`src/rtl/serial_adder_pkg.sv`:
```
// ---------------------------------------------------------------------------
// serial_adder_pkg : shared state encoding and sizing helper for serial_adder
// Revision: 1.0
// ---------------------------------------------------------------------------
`default_nettype none

package serial_adder_pkg;

  typedef enum logic [1:0] {
    ST_IDLE  = 2'd0,
    ST_SHIFT = 2'd1,
    ST_DONE  = 2'd2
  } state_t;

  // The counter must hold WIDTH itself after the final shift without wrapping.
  function automatic int cnt_width(input int width);
    return $clog2(width) + 1;
  endfunction

endpackage

`default_nettype wire

```
`src/rtl/serial_adder_fulladder.sv`:
```
// ---------------------------------------------------------------------------
// fulladder : 1-bit full adder cell (a + b + c -> sum, carry)
// Revision: 1.0
// ---------------------------------------------------------------------------
`default_nettype none

module fulladder (
  input  logic a,
  input  logic b,
  input  logic c,
  output logic sum,
  output logic carry
);

  assign sum   = a ^ b ^ c;
  assign carry = (a & b) | (c & (a ^ b));

endmodule

`default_nettype wire

```
`src/rtl/serial_adder.sv`:
```
// ---------------------------------------------------------------------------
// serial_adder : bit-serial WIDTH-bit adder, LSB first, one fulladder cell
// Revision: 1.0
// ---------------------------------------------------------------------------
`default_nettype none

module serial_adder
  import serial_adder_pkg::*;
#(
  parameter int WIDTH = 16
) (
  input  logic             clk,
  input  logic             reset,
  input  logic             start,
  input  logic [WIDTH-1:0] a,
  input  logic [WIDTH-1:0] b,
  input  logic             cin,
  output logic             busy,
  output logic             done,
  output logic [WIDTH-1:0] sum,
  output logic             cout
);

  localparam int             CNT_W    = cnt_width(WIDTH);
  localparam logic [CNT_W-1:0] LAST_BIT = CNT_W'(WIDTH - 1);

  state_t           state;
  state_t           state_next;
  logic             load;
  logic             shift;
  logic             last;
  logic [WIDTH-1:0] sa;
  logic [WIDTH-1:0] sb;
  logic [WIDTH-1:0] result;
  logic [CNT_W-1:0] cnt;
  logic             carry;
  logic             fa_sum;
  logic             fa_carry;

  fulladder u_fulladder (
    .a     (sa[0]),
    .b     (sb[0]),
    .c     (carry),
    .sum   (fa_sum),
    .carry (fa_carry)
  );

  assign last = (cnt == LAST_BIT);
  assign busy = (state == ST_SHIFT);
  assign done = (state == ST_DONE);

  always_ff @(posedge clk) begin
    if (reset) begin
      state <= ST_IDLE;
    end else begin
      state <= state_next;
    end
  end

  always_comb begin
    state_next = state;
    load       = 1'b0;
    shift      = 1'b0;
    case (state)
      ST_IDLE: begin
        if (start) begin
          load       = 1'b1;
          state_next = ST_SHIFT;
        end
      end
      ST_SHIFT: begin
        shift = 1'b1;
        if (last) begin
          state_next = ST_DONE;
        end
      end
      ST_DONE: begin
        // A start in the done cycle chains straight into the next add.
        if (start) begin
          load       = 1'b1;
          state_next = ST_SHIFT;
        end else begin
          state_next = ST_IDLE;
        end
      end
      default: begin
        state_next = ST_IDLE;
      end
    endcase
  end

  always_ff @(posedge clk) begin
    if (reset) begin
      sa     <= '0;
      sb     <= '0;
      result <= '0;
      cnt    <= '0;
      carry  <= 1'b0;
      sum    <= '0;
      cout   <= 1'b0;
    end else if (load) begin
      sa     <= a;
      sb     <= b;
      carry  <= cin;
      cnt    <= '0;
      result <= '0;
    end else if (shift) begin
      sa     <= sa >> 1;
      sb     <= sb >> 1;
      carry  <= fa_carry;
      cnt    <= cnt + CNT_W'(1);
      result <= {fa_sum, result[WIDTH-1:1]};
      // Publish on the final shift so sum/cout are already valid while done is high.
      if (last) begin
        sum  <= {fa_sum, result[WIDTH-1:1]};
        cout <= fa_carry;
      end
    end
  end

endmodule

`default_nettype wire

```
`config.mk`:
```
export PLATFORM = sky130hd
export DESIGN_NAME = serial_adder
export DESIGN_NICKNAME = d
export VERILOG_FILES = /design/src/rtl/serial_adder_pkg.sv /design/src/rtl/serial_adder_fulladder.sv /design/src/rtl/serial_adder.sv
export SDC_FILE = /design/constraint.sdc
export NUM_CORES = 1
export LEC_CHECK = 0
export BUFFER_PORTS_ARGS = -buffer_cell sky130_fd_sc_hd__buf_4
export CAP_MARGIN = 5
export CORE_MARGIN = 2
export CORE_UTILIZATION = 25
export CTS_CLUSTER_DIAMETER = 120
export DETAILED_ROUTE_END_ITERATION = 10
export PLACE_DENSITY = 0.49
export SYNTH_ARGS = -nofsm -noshare
export SYNTH_HDL_FRONTEND = slang
export SYNTH_SLANG_ARGS = --single-unit
```
`constraint.sdc`:
```
create_clock -name clk -period 2.28 [get_ports clk]
set_clock_uncertainty 0.15 [all_clocks]
set_input_delay 0.456 -clock clk [delete_from_list [all_inputs] [get_ports clk]]
set_output_delay 0.456 -clock clk [all_outputs]
set_load 0.005 [all_outputs]
```
# Word-level counts from Yosys, hierarchy flattened
# Cells that the tools add are included.
# Widths: inputs -> output; s select.
[classes]
n_reduce_logical = 6
add_sub_neg = 1
mux = 13
bitwise = 6
eq_ne = 5
[ops]
columns = ["operator", "count"]
rows = [
  ["$mux 16", 4],
  ["$mux 1", 6],
  ["$pmux 2 s3", 1],
  ["$add 5x1->5 const B", 1],
  ["$eq 5x4->1 const B", 1],
  ["$mux 2", 2],
  ["$reduce_or 2->1", 2],
  ["$reduce_and 3->1", 1],
  ["$and 1x1->1", 2],
  ["$eq 2x1->1 const B", 1],
  ["$eq 2x2->1 const B", 1],
  ["$logic_not 2->1", 1],
  ["$ne 2x1->1 const B", 1],
  ["$ne 2x2->1 const B", 1],
  ["$reduce_and 2->1", 1],
  ["$reduce_bool 2->1", 1],
  ["$xor 1x1->1", 2],
  ["$not 1->1", 1],
  ["$or 1x1->1", 1],
]
[totals]
output_inout_bits = 19
reg_bits = 73
elab_cells = 39

# Longest topological paths before layout
[logic_depth]
word_depth = 5
mapped_depth = 8
ltp_nobuf = 6

# Hierarchy
# Synthesis repeated with hierarchy kept, for this count alone.
[unflattened]
hier_cells = 335
area_unflattened_um2 = 2757.6
[by_module_without_submodules]
columns = ["mod", "cells_each", "n_inst", "area_each_um2"]
rows = [
  ["serial_adder", 334, 1, 2737.6],
  ["fulladder", 1, 1, 20.0],
]

# Least setup slack after synthesis
# Ideal clock, no wire load.
[synth_path]
path_kind = "register -> register"
start = "reg cnt[0]"
end = "reg sum[5]"
arrival_time_ns = 1.455
slack_ns = 0.543
synth_period_minus_slack_ns = 1.737
setup_ns = 0.132
stages_incl_launch_ff = 9
path_cell_list = "dfxtp_1 -> ha_1 -> and3_1 -> ha_1 -> and3b_1 -> buf_4 -> buf_2 -> nand2_1 -> a21oi_1"
[synth_between]
elab_chain_len = 2
[synth_lines]
columns = ["item", "line", "rtl"]
rows = [
  ["start: declaration", "serial_adder.sv:35", "logic [CNT_W-1:0] cnt;"],
  ["start signal: assignment", "serial_adder.sv:111", "cnt <= cnt + CNT_W'(1);"],
  ["$eq 5x4->1", "serial_adder.sv:48", "assign last = (cnt == LAST_BIT);"],
  ["$reduce_and 3->1 (no line)", "-", ""],
  ["end signal: assignment", "serial_adder.sv:115", "sum <= {fa_sum, result[WIDTH-1:1]};"],
  ["end: declaration", "serial_adder.sv:20", "output logic [WIDTH-1:0] sum,"],
]
# Every way passes these cells.
# A chain may end at the register's enable or synchronous reset.

# Worst setup path after layout
[layout_path]
start = "reg cnt[0]"
end = "reg sum[12]"
# The elaborated chain is that of the path after synthesis.

==> results.json <==
{
  "place_congestion": 0.712,
  "cp.required_ns": 2.41,
  "async_flop_share": 0,
  "cp-start-kind": "flip-flop",
  "synthTopCellsByCount": "88 x nand2_1, 72 x dfxtp_1, 39 x a21oi_1",
  "cts_tree": "done",
  "internal-power_uw": 2200,
  "yosys.cell_types.count": 28,
  "p_seq_frac": 0.470,
  "setup_tns_ns": 0,
  "ir_worst_vdd_mv": 0.245,
  "core-area_um2": 10800,
  "p_comb_frac": 0.099,
  "cap_violations": 0,
  "grt.overflow.total": 0,
  "clock_latency_ns": 0.35,
  "max_stage_delay_ns": 0.58,
  "fin_nets": 421,
  "p_leak_uw": 0.00131,
  "yosys_warnings": 0,
  "wl_um": 6760,
  "portBuffers": 54,
  "period_share": 0.870,
  "arrival_ns": 2.11,
  "start_util": 0.255,
  "hold_violations": 0,
  "status": "completed",
  "hold_buffers": 0,
  "drc": 0,
  "timing.reg2reg.setup_slack_ns": 0.30,
  "vias": 2427,
  "min_path_type": "in -> reg",
  "power.switching_uw": 677,
  "crit_path_top_delay_cell": "and3b_1",
  "crit_chain": "ha_1 > and3_1 > ha_1 > and3b_1 > nand2_1 > a21oi_1",
  "crit_type": "reg -> reg",
  "cts_made_buffers": 9,
  "area_growth_pct": 27.0,
  "syn-num-nets": 376,
  "cts_sinks": 72,
  "antennaDiodeCount": 0,
  "p_per_area_nw_per_um2": 818,
  "h-tree-depth": 3,
  "synth-main-ff-cell": "dfxtp_1",
  "yosysMostFrequentCell": "nand2_1",
  "switching_share": 0.235,
  "cts_setup_buffers": 0,
  "p_clk_frac": 0.430,
  "first_global_vias": 2276,
  "drive_above_1_share": 0.214,
  "synth_area_um2": 2770,
  "yosysTopAreaCellShare": 0.521,
  "synth_cells": 337,
  "slew_headroom": 0.580,
  "drv_slew": 0,
  "worst_pin_slew_ns": 0.630,
  "cp_max_fo": 17,
  "antenna_left": 0,
  "synth-edff-count": 0,
  "cp_common_cell": "ha_1",
  "synth.avg_cell_area_um2": 8.22,
  "vias_per_cell": 4.61,
  "routedWlPerCell_um": 12.8,
  "fp-row-count": 38,
  "first_iter_violations": 120,
  "dieArea_um2": 11900,
  "period_minus_slack_ns": 1.98,
  "die-height_um": 109,
  "grt_start_max_net_pins": 43,
  "finalSetupViolCount": 0,
  "ioPinCount": 55,
  "antenna_found_initial": 0,
  "cts_resized": 0,
  "clk_pin_slew_ns": 0.07,
  "cts-root-buf": "clkbuf_8",
  "dieWidth_um": 109,
  "synth_area_leader_cell": "dfxtp_1",
  "grt.total_usage": 0.118,
  "first_pass_iters": 4,
  "synth_seq_area_share": 0.521,
  "holdWs_ns": 0.218,
  "grt_pass1_wl_um": 10900,
  "synthTopCellsByArea": "dfxtp_1 52%, nand2_1 12%, a21oi_1 7.0%",
  "cts_buffer_depth": 2,
  "timing.fmax_mhz": 504,
  "rsz0062_at_grt": "no",
  "final_util": 0.324,
  "ys_seq_elements": 72,
  "dpl.hpwl_um": 4360,
  "end_kind": "flip-flop"
}
power by group through the flow:
stage               clock, uW  sequential, uW  combinational, uW
floorplan                   0            1370                199
global route             1320            1360                323
CTS                      1280            1350                291
detailed placement          0            1380                290
finish                   1240            1350                286
global placement            0            1380                287
critical path, delay by kind of cell, from the launching register on:
kind / cells / cell delay [ns]
adder cells (fa/ha/maj): 2 / 0.36
flip-flops: 1 / 0.38
AND/OR/NAND/NOR: 3 / 0.87
AO/OA/AOI/OAI: 1 / 0.15
final cells by class:
| class | count | area (um2) |
|---|---|---|
| Clock buffer | 11 | 141 |
| Clock inverter | 5 | 104 |
| Fill cell | 1164 | 7320 |
| Inverter | 3 | 11.3 |
| Multi-Input combinational cell | 232 | 1160 |
| Sequential cell | 72 | 1440 |
| Tap cell | 140 | 175 |
| Timing Repair Buffer | 64 | 480 |
sequential cells by signal, summed over array words and instances (netlist names):
signal / cells
sb: 16
sa: 16
sum: 16
cout: 1
state: 2
carry: 1
result: 15
cnt: 5
stage by stage:
stage	std cells	instance area [um2]	setup slack (ns)	power, uW
after floorplan	337	2770	0.543	1570
after global placement	511	3270	0.387	1670
after detailed placement	511	3270	0.296	1670
after CTS	527	3520	0.278	2920
after global routing	527	3520	0.153	3000
final	527	3520	0.296	2880
cells in the final DEF (no fill, tap or decap):
| cell | count |
|---|---|
| a211oi_2 | 1 |
| a21oi_1 | 39 |
| a22oi_1 | 4 |
| a31oi_1 | 10 |
| and3_1 | 1 |
| and3b_1 | 1 |
| buf_4 | 64 |
| bufinv_16 | 3 |
| clkbuf_1 | 1 |
| clkbuf_8 | 10 |
| clkinv_2 | 1 |
| clkinv_4 | 1 |
| dfxtp_1 | 72 |
| fa_1 | 1 |
| ha_1 | 2 |
| inv_1 | 2 |
| inv_2 | 1 |
| mux2i_1 | 1 |
| nand2_1 | 88 |
| nand2b_1 | 1 |
| nand2b_2 | 1 |
| nand3_1 | 6 |
| nand3b_1 | 2 |
| nor2_1 | 5 |
| nor2b_1 | 1 |
| nor2b_2 | 1 |
| nor3_1 | 35 |
| o21a_1 | 1 |
| o21ai_0 | 11 |
| o22ai_1 | 17 |
| or3_1 | 1 |
| xnor2_1 | 1 |
| xor2_1 | 1 |
logic make-up (layout without fill, tap and decap cells):
group	count (synthesis)	in the layout	share of synthesized area
simple gates	143	143	0.222
buf+inv	33	83	0.0615
xor+xnor	2	2	0.00633
fa+ha+maj	3	3	0.0163
flops	72	72	0.521
mux	1	1	0.00362
compound gates	83	83	0.169
per-layer routing:
layer  GRT usage  up-vias  wire [um]
li1            -     1243          -
met1       0.147     1117       3270
met5           0        -          0
met3      0.0412        8        358
met4      0.0380        0         87
met2       0.191       59       3040
final timing paths:
path	startpoint	to	depth (start not counted)
hold / removal	b[15]	sb[15]	3
setup reg to reg	cnt[0]	sum[12]	6
setup / recovery	cnt[0]	sum[12]	6
hold reg to reg	sum[8]	sum[8]	2
Note: power is estimated with default switching activity, not from simulation.
